File: config.mk
export PLATFORM = sky130hd
export DESIGN_NAME = pulse_gen_multi_flat
export DESIGN_NICKNAME = d
export VERILOG_FILES = /design/src/rtl/pulse_gen_multi_if.sv /design/src/rtl/pulse_gen_multi.sv /design/src/flat_wrapper.sv
export SDC_FILE = /design/constraint.sdc
export NUM_CORES = 1
export LEC_CHECK = 0
export CORE_UTILIZATION = 62
export DETAILED_ROUTE_END_ITERATION = 10
export HOLD_SLACK_MARGIN = 0.05
export PLACE_DENSITY = 0.84
export SLEW_MARGIN = 20
export SYNTH_ARGS = -nofsm -noshare
export SYNTH_HDL_FRONTEND = slang
export SYNTH_SLANG_ARGS = --single-unit
File: constraint.sdc
create_clock -name clk -period 3.26 [get_ports clk]
set_clock_uncertainty 0.05 [all_clocks]
set_input_delay 0.489 -clock clk [delete_from_list [all_inputs] [get_ports clk]]
set_output_delay 0.489 -clock clk [all_outputs]
set_load 0.01 [all_outputs]
File: src/rtl/pulse_gen_multi_if.sv
// ---------------------------------------------------------------------------
// pulse_gen_multi_if
// Bundles the request-side and pulse-side signals of the multi-channel pulse
// generator so that the generator and whoever drives it share one port.
//
// Signals:
//   signal_in  [N_CH]   per-channel input to watch for edges
//   hold       [N_CH]   per-channel request to keep the pulse asserted
//   mode       [2]      shared edge select (rise/fall/both/level)
//   pulse_len  [CNT_W]  shared pulse width in cycles (0 behaves as 1)
//   pulse_out  [N_CH]   per-channel pulse
//   busy       [N_CH]   channel is stretching or holding a pulse
//   any_pulse  [1]      OR of all pulse_out bits
//
// Modports:
//   master  drives the requests, observes the pulses
//   slave   the pulse generator itself
// ---------------------------------------------------------------------------
interface pulse_gen_multi_if #(
  parameter int N_CH  = 4,
  parameter int CNT_W = 4
);
  logic [N_CH-1:0]  signal_in;
  logic [N_CH-1:0]  hold;
  logic [1:0]       mode;
  logic [CNT_W-1:0] pulse_len;
  logic [N_CH-1:0]  pulse_out;
  logic [N_CH-1:0]  busy;
  logic             any_pulse;

  modport master (
    output signal_in, hold, mode, pulse_len,
    input  pulse_out, busy, any_pulse
  );

  modport slave (
    input  signal_in, hold, mode, pulse_len,
    output pulse_out, busy, any_pulse
  );
endinterface

File: src/rtl/pulse_gen_multi.sv
// ---------------------------------------------------------------------------
// pulse_gen_multi
// N_CH independent edge-triggered pulse generators sharing one mode and one
// pulse length. Each channel either produces a pulse of max(pulse_len,1)
// cycles (retriggerable, no gap) or, while its hold request is present,
// keeps the pulse up as long as the input stays at the level captured when
// it fired. The edge cycle itself is answered combinationally.
//
// Ports:
//   clk     rising-edge clock for all state
//   rst     asynchronous active-high reset; also masks pulse_out while high
//   bus_if  pulse_gen_multi_if.slave (signal_in, hold, mode, pulse_len in;
//           pulse_out, busy, any_pulse out)
//
// Parameters:
//   N_CH         number of channels (>= 1)
//   CNT_W        width of pulse_len and of each channel's down-counter
//   SYNC_STAGES  flops in front of signal_in and hold (0 = use raw inputs)
// ---------------------------------------------------------------------------
module pulse_gen_multi #(
  parameter int N_CH        = 4,
  parameter int CNT_W       = 4,
  parameter int SYNC_STAGES = 0
) (
  input  logic               clk,
  input  logic               rst,
  pulse_gen_multi_if.slave   bus_if
);

  typedef enum logic [1:0] {
    IDLE  = 2'd0,
    PULSE = 2'd1,
    HELD  = 2'd2
  } state_t;

  logic [N_CH-1:0]  sig;
  logic [N_CH-1:0]  hld;
  logic [N_CH-1:0]  prev_q;
  logic [N_CH-1:0]  lvl_q;
  logic [N_CH-1:0]  lvl_d;
  logic [N_CH-1:0]  edgeDet;
  logic [N_CH-1:0]  pulseRaw;
  state_t           state_q [N_CH];
  state_t           state_d [N_CH];
  logic [CNT_W-1:0] cnt_q   [N_CH];
  logic [CNT_W-1:0] cnt_d   [N_CH];
  logic             levelMode;
  logic             lenLong;
  logic [CNT_W-1:0] cntLoad;

  // Optional input delay line. With zero stages the raw inputs are used so
  // that the edge is seen in the very cycle it arrives.
  generate
    if (SYNC_STAGES == 0) begin : gNoSync
      assign sig = bus_if.signal_in;
      assign hld = bus_if.hold;
    end else begin : gSync
      logic [N_CH-1:0] sigPipe_q [SYNC_STAGES];
      logic [N_CH-1:0] hldPipe_q [SYNC_STAGES];

      // Shift both request vectors through SYNC_STAGES flops; the last
      // stage feeds the edge detectors.
      always_ff @(posedge clk or posedge rst) begin
        if (rst) begin
          for (int s = 0; s < SYNC_STAGES; s++) begin
            sigPipe_q[s] <= '0;
            hldPipe_q[s] <= '0;
          end
        end else begin
          sigPipe_q[0] <= bus_if.signal_in;
          hldPipe_q[0] <= bus_if.hold;
          for (int s = 1; s < SYNC_STAGES; s++) begin
            sigPipe_q[s] <= sigPipe_q[s-1];
            hldPipe_q[s] <= hldPipe_q[s-1];
          end
        end
      end

      assign sig = sigPipe_q[SYNC_STAGES-1];
      assign hld = hldPipe_q[SYNC_STAGES-1];
    end
  endgenerate

  assign levelMode = (bus_if.mode == 2'b11);
  assign lenLong   = (bus_if.pulse_len > CNT_W'(1));
  assign cntLoad   = bus_if.pulse_len - CNT_W'(2);

  // Edge select shared by all channels. Level mode never reports an edge
  // because the FSM is bypassed there.
  always_comb begin
    edgeDet = '0;
    case (bus_if.mode)
      2'b00:   edgeDet = sig & ~prev_q;
      2'b01:   edgeDet = ~sig & prev_q;
      2'b10:   edgeDet = sig ^ prev_q;
      default: edgeDet = '0;
    endcase
  end

  // Per-channel next state and raw pulse. The counter holds the number of
  // PULSE cycles still to come after the current one, so a load of len-2 at
  // the edge cycle gives exactly len cycles overall. The captured level is
  // simply the post-edge input value, which is 1 for rising and 0 for
  // falling and the new value in both-edge mode.
  always_comb begin
    pulseRaw = '0;
    lvl_d    = lvl_q;
    for (int ch = 0; ch < N_CH; ch++) begin
      state_d[ch] = state_q[ch];
      cnt_d[ch]   = cnt_q[ch];
      if (levelMode) begin
        state_d[ch]  = IDLE;
        pulseRaw[ch] = sig[ch];
      end else begin
        case (state_q[ch])
          IDLE: begin
            pulseRaw[ch] = edgeDet[ch];
            if (edgeDet[ch]) begin
              if (hld[ch]) begin
                state_d[ch] = HELD;
                lvl_d[ch]   = sig[ch];
              end else if (lenLong) begin
                state_d[ch] = PULSE;
                cnt_d[ch]   = cntLoad;
              end
            end
          end
          PULSE: begin
            pulseRaw[ch] = 1'b1;
            if (edgeDet[ch] && hld[ch]) begin
              state_d[ch] = HELD;
              lvl_d[ch]   = sig[ch];
            end else if (edgeDet[ch]) begin
              if (lenLong) begin
                cnt_d[ch] = cntLoad;
              end else begin
                state_d[ch] = IDLE;
              end
            end else if (cnt_q[ch] == '0) begin
              state_d[ch] = IDLE;
            end else begin
              cnt_d[ch] = cnt_q[ch] - CNT_W'(1);
            end
          end
          HELD: begin
            pulseRaw[ch] = hld[ch] & (sig[ch] == lvl_q[ch]);
            if (!hld[ch] || (sig[ch] != lvl_q[ch])) begin
              state_d[ch] = IDLE;
            end
          end
          default: begin
            state_d[ch] = IDLE;
          end
        endcase
      end
    end
  end

  // Channel state registers. prev always tracks the (delayed) input so
  // that a channel released from reset with its input high sees a rising
  // edge on the first cycle.
  always_ff @(posedge clk or posedge rst) begin
    if (rst) begin
      prev_q <= '0;
      lvl_q  <= '0;
      for (int ch = 0; ch < N_CH; ch++) begin
        state_q[ch] <= IDLE;
        cnt_q[ch]   <= '0;
      end
    end else begin
      prev_q <= sig;
      lvl_q  <= lvl_d;
      for (int ch = 0; ch < N_CH; ch++) begin
        state_q[ch] <= state_d[ch];
        cnt_q[ch]   <= cnt_d[ch];
      end
    end
  end

  // Outputs. The pulse is masked during reset because with no input flops
  // a high input would otherwise look like an edge against prev = 0.
  always_comb begin
    bus_if.busy = '0;
    for (int ch = 0; ch < N_CH; ch++) begin
      bus_if.busy[ch] = (state_q[ch] != IDLE);
    end
    bus_if.pulse_out = rst ? '0 : pulseRaw;
    bus_if.any_pulse = |bus_if.pulse_out;
  end

endmodule

File: src/flat_wrapper.sv
// flat-port wrapper written by rule: the top's interface ports become plain ports
module pulse_gen_multi_flat 
#(
  parameter int N_CH        = 4,
  parameter int CNT_W       = 4,
  parameter int SYNC_STAGES = 0
)
  (clk, rst, bus_if_signal_in, bus_if_hold, bus_if_mode, bus_if_pulse_len, bus_if_pulse_out, bus_if_busy, bus_if_any_pulse);
  pulse_gen_multi_if #(.N_CH(N_CH), .CNT_W(CNT_W)) bus_if_i ();
  input  logic clk;
  input  logic rst;
  input wire logic [$bits(bus_if_i.signal_in)-1:0] bus_if_signal_in;
  input wire logic [$bits(bus_if_i.hold)-1:0] bus_if_hold;
  input wire logic [$bits(bus_if_i.mode)-1:0] bus_if_mode;
  input wire logic [$bits(bus_if_i.pulse_len)-1:0] bus_if_pulse_len;
  output wire logic [$bits(bus_if_i.pulse_out)-1:0] bus_if_pulse_out;
  output wire logic [$bits(bus_if_i.busy)-1:0] bus_if_busy;
  output wire logic [$bits(bus_if_i.any_pulse)-1:0] bus_if_any_pulse;
  assign bus_if_i.signal_in = bus_if_signal_in;
  assign bus_if_i.hold = bus_if_hold;
  assign bus_if_i.mode = bus_if_mode;
  assign bus_if_i.pulse_len = bus_if_pulse_len;
  assign bus_if_pulse_out = bus_if_i.pulse_out;
  assign bus_if_busy = bus_if_i.busy;
  assign bus_if_any_pulse = bus_if_i.any_pulse;
  pulse_gen_multi #(.N_CH(N_CH), .CNT_W(CNT_W), .SYNC_STAGES(SYNC_STAGES)) u_core (.clk(clk), .rst(rst), .bus_if(bus_if_i));
endmodule
## Word level (Yosys, flattened, before mapping)

Index checks and enable logic that the tools add are counted.

- Register bits after elaboration: 32
- Latch bits: 0
- Memory bits (writable): 0
- Memory bits (read-only): 0
- Memories: 0

- $add $sub $neg: 5
- $mul: 0
- Divide/modulo/power cells: 0
- Magnitude comparators: 1
- Equal/unequal tests: 63
- Shift-type cells: 0
- Multiplexer cells: 88
- Bitwise gates (word level): 10
- Reductions and logical operators: 42

Operators by type and width:

| operator | number |
|---|---|
| 2-to-1 mux 4 bit | 25 |
| 2-to-1 mux 2 bit | 30 |
| AND reduction 5 bit | 8 |
| one-hot mux 4 bit (2 select lines) | 4 |
| inequality test 2 bit (second input constant) | 12 |
| inequality test 3 x 1 -> 1 bit (second input constant) | 8 |
| one-hot mux 2 bit (3 select lines) | 4 |
| AND reduction 6 bit | 4 |
| inequality test 5 x 1 -> 1 bit (second input constant) | 4 |
| inequality test 5 bit (second input constant) | 4 |
| zero test 4 bit | 4 |
| 2-to-1 mux 1 bit | 16 |
| inequality test 2 x 1 -> 1 bit (second input constant) | 8 |
| inequality test 4 x 2 -> 1 bit (second input constant) | 4 |
| nonzero test 2 bit | 8 |
| subtractor 4 x 1 -> 4 bit (second input constant) | 4 |
| == test 2 bit (second input constant) | 6 |
| inequality test 3 x 2 -> 1 bit (second input constant) | 4 |
| one-hot mux 1 bit (3 select lines) | 4 |
| one-hot mux 4 bit (3 select lines) | 1 |
| == test 2 x 1 -> 1 bit (second input constant) | 5 |
| zero test 2 bit | 5 |
| AND 4 bit | 2 |
| inverter 4 bit | 2 |
| 12 further kinds | 33 |

## Depth between registers and ports, before layout

Gate-level depths: netlist of the first run.

- Depth in word-level cells: 7
- Gate-level depth with buffers: 7

## Worst setup path before layout of the first run

No wires, ideal clock.

- Path type: input port to output port
- Start: input port bus_if_signal_in[1]
- End: output port bus_if_any_pulse
- Data arrival time: 2.020 ns
- Path slack: 0.701 ns
- Stages on the path: 7
- Cells stage by stage: inv_1 ha_1 and2_2 o311ai_0 a21oi_1 a211oi_1 or4_1

- Longest elaborated chain between the ends: 7

Ends and longest elaborated chain:

| element | RTL line | RTL |
|---|---|---|
| start, declared | flat_wrapper.sv:12 | `input wire logic [$bits(bus_if_i.signal_in)-1:0] bus_if_signal_in;` |
| inverter 4 bit | pulse_gen_multi.sv:94 | `2'b01: edgeDet = ~sig & prev_q;` |
| AND 4 bit | pulse_gen_multi.sv:94 |  |
| one-hot mux 4 bit (3 select lines) | pulse_gen_multi.sv:92 | `case (bus_if.mode)` |
| one-hot mux 1 bit (3 select lines) | pulse_gen_multi.sv:115 | `case (state_q[ch])` |
| 2-to-1 mux 1 bit (*) | pulse_gen_multi.sv:111 | `if (levelMode) begin` |
| 2-to-1 mux 4 bit (*) | pulse_gen_multi.sv:187 | `bus_if.pulse_out = rst ? '0 : pulseRaw;` |
| named net bus_if_pulse_out[1] | flat_wrapper.sv:16 | `output wire logic [$bits(bus_if_i.pulse_out)-1:0] bus_if_pulse_out;` |
| OR reduction 4 bit (*) | pulse_gen_multi.sv:188 | `bus_if.any_pulse = \|bus_if.pulse_out;` |
| end, declared | flat_wrapper.sv:18 | `output wire logic [$bits(bus_if_i.any_pulse)-1:0] bus_if_any_pulse;` |

The timed path passes the listed nets; every way through them passes the cells marked *.

## Worst setup path in the final report of the first run

- Start: input port bus_if_signal_in[2]
- End: output port bus_if_pulse_out[2]

- Longest elaborated chain between the ends: 6

Ends and longest elaborated chain:

| element | RTL line |
|---|---|
| inverter 4 bit | pulse_gen_multi.sv:94 |
| AND 4 bit | pulse_gen_multi.sv:94 |
| one-hot mux 4 bit (3 select lines) | pulse_gen_multi.sv:92 |
| one-hot mux 1 bit (3 select lines) | pulse_gen_multi.sv:115 |
| 2-to-1 mux 1 bit (*) | pulse_gen_multi.sv:111 |
| 2-to-1 mux 4 bit (*) | pulse_gen_multi.sv:187 |
| end, declared | flat_wrapper.sv:16 |

Every way passes the cells marked *; elsewhere a longest branch is shown, timed or not.

==> reports/metrics.yaml, run 1 <==
fp.dieW_um: 64.97
fmax_mhz: 318.3
cts_root_buf: "clkbuf_8"
core_area_mm2: 0.003744
io_buffers: 24
area_growth_pct: 24.22
hold_class: "reg -> reg"
synthFlopType: "dfrtp_1"
r2r_slack_ns: 0.89
cp-start-kind: "primary input"
layout_commonest_cell: "dfrtp_1"
outcome: "complete, no violations"
syn-mean-instance-area_um2: 9.106
layout_setup_ws_ns: 0.1179
cts_tree: "built"
hpwl_um: 4739
grt_antenna_before_repair: 0
final_max_slew_viol_count: 0
cts_buffer_depth: 2
placed_cell_area_mm2: 0.002945
layout_common_cells: "dfrtp_1, inv_1, buf_4, o21ai_0, clkdlybuf4s50_1"
synth-seq-cells: 32
first_pass_iters: 5
synth_cell_types: 64
max-vdd-ir-drop_mv: 0.3785
place.gp.congestion: 0.8924
numCtsBuffers: 5
dr_total_vias: 2338
die-area_mm2: 0.004221
drcViolationCount: 0
ys_seq_area_share_pct: 32.57
clk_latency_ns: 0.29
synthesis.area_mm2: 0.002459
synth_edf_count: 0
cts_resized: 4
routed_wl_um: 6174
place_ws_ns: -0.1534
endpoint_kind: "primary output"
maxCapViolCount: 0
first_global_vias: 2360
crit_type: "in -> out"
synthesis.nets: 299
syn_inst: 270
cts.sinks: 32
antenna_cells: 0
nFillCells: 251
grt_start_max_net_pins: 19
grt_util_all_layers_pct: 32.96
slew_headroom_pct: 52.21
period_share_pct: 96.38
die_y_um: 64.97
power.leakage_nw: 1.433
wire_per_inst_um: 16.51
fin_nets: 354
clk_pin_slew_ns: 0.07
required_ns: 2.72
crit_fanout: 2
core.rowCount: 22
io_pins: 25
grt_setup_unrepaired: "false"
grt_first_pass_wirelength_um: 10570
cts_setup_buffers: 0
drive_gt1_share_pct: 19.33
worstPathArrival_ns: 2.60
setup_viol: 0
hold_violations: 0
design_area_mm2: 0.003054
drt_iter0_markers: 277
fin_crit_ns: 3.142
final_antenna_net_count: 0
htree_levels: 2
cts_hold_buf: 0
timing_worst_slew_pin_value_ns: 0.7161
power.density_mw_per_mm2: 536.1
vias_per_cell: 6.251
yosys_warnings: 0
ys_async_sr_fraction_pct: 100.0
globalRouteOverflowTotal: 0
start_util_pct: 65.68
-- cell families (layout without fill, tap and decap cells) --
family                   count (synthesis)  count (layout)  share of synthesized area [%]
XOR/XNOR                                 4               4                          1.425
adder cells (fa/ha/maj)                 13              13                          6.616
flip-flops                              32              32                          32.57
AO/OA/AOI/OAI                           87              87                          27.79
multiplexers                            13              13                          5.496
AND/OR/NAND/NOR                         87              87                          20.56
buffers and inverters                   34              90                          5.547
-- path summary, 6_finish.rpt --
path,depth (start not counted),start,to
worst min register to register,2,u_core.lvl_q[2]$_DFFE_PP0P_,u_core.lvl_q[2]$_DFFE_PP0P_
worst max register to register,7,u_core.prev_q[3]$_DFF_PP0_,u_core.cnt_q[0]$_DFFE_PP0P_
worst min-delay path,2,u_core.lvl_q[2]$_DFFE_PP0P_,u_core.lvl_q[2]$_DFFE_PP0P_
max in group asynchronous,3,rst,u_core.lvl_q[0]$_DFFE_PP0P_
min in group asynchronous,2,rst,u_core.lvl_q[3]$_DFFE_PP0P_
worst max-delay path,8,bus_if_signal_in[2],bus_if_pulse_out[2]
-- area by class of cell --
cell class	count	area [um2]	share of cell area (%)
clock buffer	5	68.82	2.253
clock inverter	3	42.54	1.393
inverter	30	112.6	3.687
multi-input combinational	204	1521	49.82
sequential	32	800.8	26.22
tap	48	60.06	1.966
timing repair buffer	52	447.9	14.67
-- state kept, by name, summed over array words and instances (netlist names) --
signal	count
u_core.lvl_q	4
u_core.state_q	8
u_core.prev_q	4
u_core.cnt_q	16
-- power breakdown --
| group | switching, mW | internal [mW] | leakage, nW |
|---|---|---|---|
| registers | 0.140 | 0.520 | 0.392 |
| clock network | 0.157 | 0.226 | 0.0541 |
| logic | 0.297 | 0.297 | 0.987 |
-- critical path: stages --
cell and delay (ns):
clkdlybuf4s50_1 0.47, inv_1 0.06, ha_1 0.28, or2b_1 0.24
a21oi_2 0.15, o211ai_1 0.14, a21oi_1 0.21, clkdlybuf4s50_1 0.56
-- layer usage --
layer	wire (um)	track usage, %	vias up	share of wire [%]
met5	0	0	-	0
met4	151	14.44	0	2.4
met1	2510	36.83	1126	41
li1	-	-	1114	-
met2	3247	59.24	82	53
met3	265	7.218	16	4.3
-- stage by stage --
| stage | hold slack (ns) | instances | total power [mW] | util [%] | TNS, ns |
|---|---|---|---|---|---|
| 2_1_floorplan | 0.4185 | 270 | 1.033 | - | 0 |
| 3_3_place_gp | 0.4317 | 366 | 1.208 | 78.68 | -0.08443 |
| 3_5_place_dp | 0.4674 | 366 | 1.249 | 78.68 | -0.2237 |
| 4_1_cts | 0.4836 | 374 | 1.636 | 81.55 | 0 |
| 5_1_grt | 0.5074 | 374 | 1.748 | 81.58 | 0 |
| 6_report | 0.4801 | 374 | 1.637 | 81.58 | 0 |
-- cell usage after synthesis, types with 3 or more instances --
| cell type | instances | area share, % |
|---|---|---|
| a21oi_1 | 14 | 2.8 |
| a221o_1 | 4 | 1.6 |
| a22o_1 | 3 | 1.1 |
| a31oi_1 | 3 | 0.76 |
| and2_2 | 4 | 1.2 |
| dfrtp_1 | 32 | 33 |
| ha_1 | 13 | 6.6 |
| inv_1 | 30 | 4.6 |
| mux2_2 | 3 | 1.4 |
| mux2i_1 | 9 | 3.7 |
| nand2_1 | 17 | 2.6 |
| nand2b_1 | 8 | 2.0 |
| nand3_1 | 4 | 0.81 |
| nand3b_1 | 4 | 1.2 |
| nor2_1 | 16 | 2.4 |
| nor2b_1 | 4 | 1.0 |
| nor3_1 | 6 | 1.2 |
| o211ai_1 | 4 | 1.2 |
| o21a_1 | 4 | 1.2 |
| o21ai_0 | 19 | 3.9 |
| o311a_1 | 3 | 1.2 |
| o311ai_0 | 5 | 1.8 |
| o31ai_1 | 4 | 1.2 |
| or2_2 | 4 | 1.0 |
| or3_1 | 4 | 1.0 |
| or4_1 | 3 | 0.92 |
| xor2_1 | 4 | 1.4 |
Power figures use the tool's default switching activity.
==> run 2, diff against run 1 <==
--- a/config.mk
+++ b/config.mk
@@ -5,8 +5,10 @@
 export SDC_FILE = /design/constraint.sdc
 export NUM_CORES = 1
 export LEC_CHECK = 0
-export CORE_UTILIZATION = 62
+export ABC_AREA = 1
+export CORE_UTILIZATION = 63
 export DETAILED_ROUTE_END_ITERATION = 10
+export GPL_TIMING_DRIVEN = 0
 export HOLD_SLACK_MARGIN = 0.05
 export PLACE_DENSITY = 0.84
 export SLEW_MARGIN = 20
==> run 2 against run 1 <==
Against the previous run:
- first-iteration DRC count is 28% lower
- count of clock-buffer cells in the layout increased by 1
- worst hold slack got worse by 0.11 ns
- final cell count increased by 27%
- largest power group is now combinational logic
- highest routed layer unchanged
==> reports/metrics.yaml, run 2 <==
outcome: "complete, no violations"
synth_area_leader_cell: "dfrtp_1"
power.density_mw_per_mm2: 689.6
reg_top3: "u_core.cnt_q: 16 flops, u_core.state_q: 8 flops"
cp-start-kind: "primary input"
drive_gt1_share_pct: 13.41
final_antenna_net_count: 0
switchingPower_mw: 0.9468
cts_tree: "built"
synth_edf_count: 0
yosys-top-cells-count: "nand2_1, inv_1, o21ai_0, nand3_1, dfrtp_1"
slew_headroom_pct: 50.63
ys_async_sr_fraction_pct: 100.0
grt_setup_unrepaired: "false"
vias_per_cell: 5.539
antenna_cells: 0
die_y_um: 67.82
layout_common_cells: "nand2_1, inv_1, o21ai_0, nand3_1, dfrtp_1"
max-vdd-ir-drop_mv: 0.4126
syn-mean-instance-area_um2: 6.979
drt_iter0_markers: 199
switching_share_pct: 43.49
fin_nets: 453
period_share_pct: 95.00
instances_no_fill: 475
synth_top_cell_area_share_pct: 29.34
synthFlopType: "dfrtp_1"
yosys_warnings: 0
slowest_stage: "clkdlybuf4s50_1"
fin_crit_ns: 3.097
clk_pin_slew_ns: 0.07
grt_antenna_before_repair: 0
fmax_mhz: 322.9
first_pass_iters: 4
start_util_pct: 66.78
setup_viol: 0
place_inst: 463
nFillCells: 314
worstPathArrival_ns: 2.56
fp.dieW_um: 67.82
clk_latency_ns: 0.29
maxCapViolCount: 0
numCtsBuffers: 5
cts_hold_buf: 0
io_pins: 25
wire_per_inst_um: 13.46
grt_start_max_net_pins: 34
tns_ns: 0
power.leakage_nw: 1.667
synth_most_common_cell: "nand2_1"
max_stage_delay_ns: 0.54
synth-seq-cells: 32
htree_levels: 2
largest_reg_flops: 16
cts.sinks: 32
syn_inst: 391
timing_worst_slew_pin_value_ns: 0.7395
io_buffers: 22
final_max_slew_viol_count: 0
first_global_vias: 2507
dr_total_vias: 2631
grt_util_all_layers_pct: 30.79
grt_first_pass_wirelength_um: 10580
clkPwrFrac_pct: 17.6
required_ns: 2.72
routed_wl_um: 6392
endpoint_kind: "primary output"
ys_seq_area_share_pct: 29.34
p_comb_share_pct: 52.2
die-area_mm2: 0.004599
globalRouteOverflowTotal: 0
p_seq_share_pct: 30.2
cts_root_buf: "clkbuf_8"
cts_buffer_depth: 2
synthesis.nets: 420
timing.critical_path.mode_cell: "nand2_1"
core.rowCount: 23
crit_chain: "clkdlybuf4s50_1 > inv_1 > ha_1 > nand3b_1 > nand4_1 > nand2_1 > nand2_1 > nand2_1 > nand4_1 > clkdlybuf4s50_1"
largest-register: "u_core.cnt_q"
crit_fanout: 4
layout_commonest_cell: "nand2_1"
drcViolationCount: 0
area_growth_pct: 15.68
synthesis.area_mm2: 0.002729
hold_violations: 0
synthTopCellsByArea: "dfrtp_1, nand2_1, inv_1"
internal_power_mw: 1.230
crit_type: "in -> out"
hpwl_um: 4656
synth_cell_types: 37
place.gp.congestion: 0.8591
core_area_mm2: 0.004086
hold_class: "in -> reg"
[run 2: cell count changes in the layout (fill, tap and decap cells not counted), moves of 5 or more]
cell,delta
nand2_1,+91
nand3_1,+34
inv_1,+26
buf_4,-24
o21ai_0,+20
nand4_1,+11
mux2i_1,-9
nand2b_1,-8
inv_2,+7
nand2_2,+6
a21oi_1,-5
[run 2: metrics by stage]
step / area, um2 / setup slack [ns] / total power, mW / util (%) / hold slack (ns)
finish: 3157 / 0.1629 / 2.177 / 77.25 / 0.3657
global route: 3157 / 0.008387 / 2.373 / 77.25 / 0.3763
CTS: 3119 / 0.03748 / 2.155 / 76.33 / 0.4275
detailed placement: 3012 / 0.03525 / 1.758 / 73.70 / 0.4101
global placement: 3012 / -0.1675 / 1.722 / 73.70 / 0.4050
floorplan: 2729 / 1.232 / 1.477 / - / 0.3919
[run 2: path summary, 6_finish.rpt]
check                                            start                           to  slack, ns  depth (start not counted)
max                                bus_if_signal_in[0]             bus_if_any_pulse       0.16                         10
min in group asynchronous                          rst   u_core.prev_q[3]$_DFF_PP0_       0.72                          2
min reg2reg                u_core.cnt_q[8]$_DFFE_PP0P_  u_core.cnt_q[8]$_DFFE_PP0P_       0.42                          2
max reg2reg                 u_core.prev_q[2]$_DFF_PP0_  u_core.cnt_q[5]$_DFFE_PP0P_       1.49                          8
min                                bus_if_signal_in[2]   u_core.prev_q[2]$_DFF_PP0_       0.37                          1
max in group asynchronous                          rst  u_core.cnt_q[4]$_DFFE_PP0P_       1.96                          2
[run 2: final cells by class]
class,instances,area [um2],share of cell area [%]
Buffer,5,36.28,1.149
Clock buffer,6,72.57,2.299
Clock inverter,2,35.03,1.110
Inverter,63,236.5,7.491
Multi-Input combinational cell,291,1655,52.44
Sequential cell,32,800.8,25.37
Tap cell,50,62.56,1.982
Timing Repair Buffer,26,257.7,8.165
[run 2: power by group through the flow]
stage | logic (mW) | registers (mW) | clock network (mW)
after CTS | 1.11 | 0.654 | 0.390
after global placement | 1.07 | 0.656 | 0
final | 1.14 | 0.657 | 0.383
after detailed placement | 1.10 | 0.662 | 0
after floorplan | 0.843 | 0.634 | 0
after global routing | 1.29 | 0.675 | 0.404
[run 2: timing repair]
action / 4_1_cts / 5_1_grt
endpoints found under the hold margin: 0 / 0
endpoints found under the setup margin: 0 / 4
gates resized for setup: 0 / 4
buffers inserted: 0 / 4
[run 2: logic make-up (layout without fill, tap and decap cells)]
group                      after synthesis  after routing  share of synthesized area, %
AOI/OAI and AO/OA                       58             58                         12.06
adders and majority gates               13             13                         5.961
buffers and inverters                   68            102                         9.995
DFF                                     32             32                         29.34
and+or+nand+nor                        211            211                         39.75
xor gates and xnor gates                 9              9                         2.889
[run 2: worst max-delay path, delay by kind of cell]
kind                     cells  cell delay, ns
buffers and inverters        3            1.18
adder cells (fa/ha/maj)      1            0.29
AND/OR/NAND/NOR              6            0.60
[run 2: metal layers]
layer  vias to the layer above  global-route usage (%)  wire, um
met3                         9                   5.667       260
li1                       1343                       -         -
met1                      1221                   35.67      2789
met5                         -                       0         0
met2                        58                   55.20      3244
met4                         0                   12.76        99
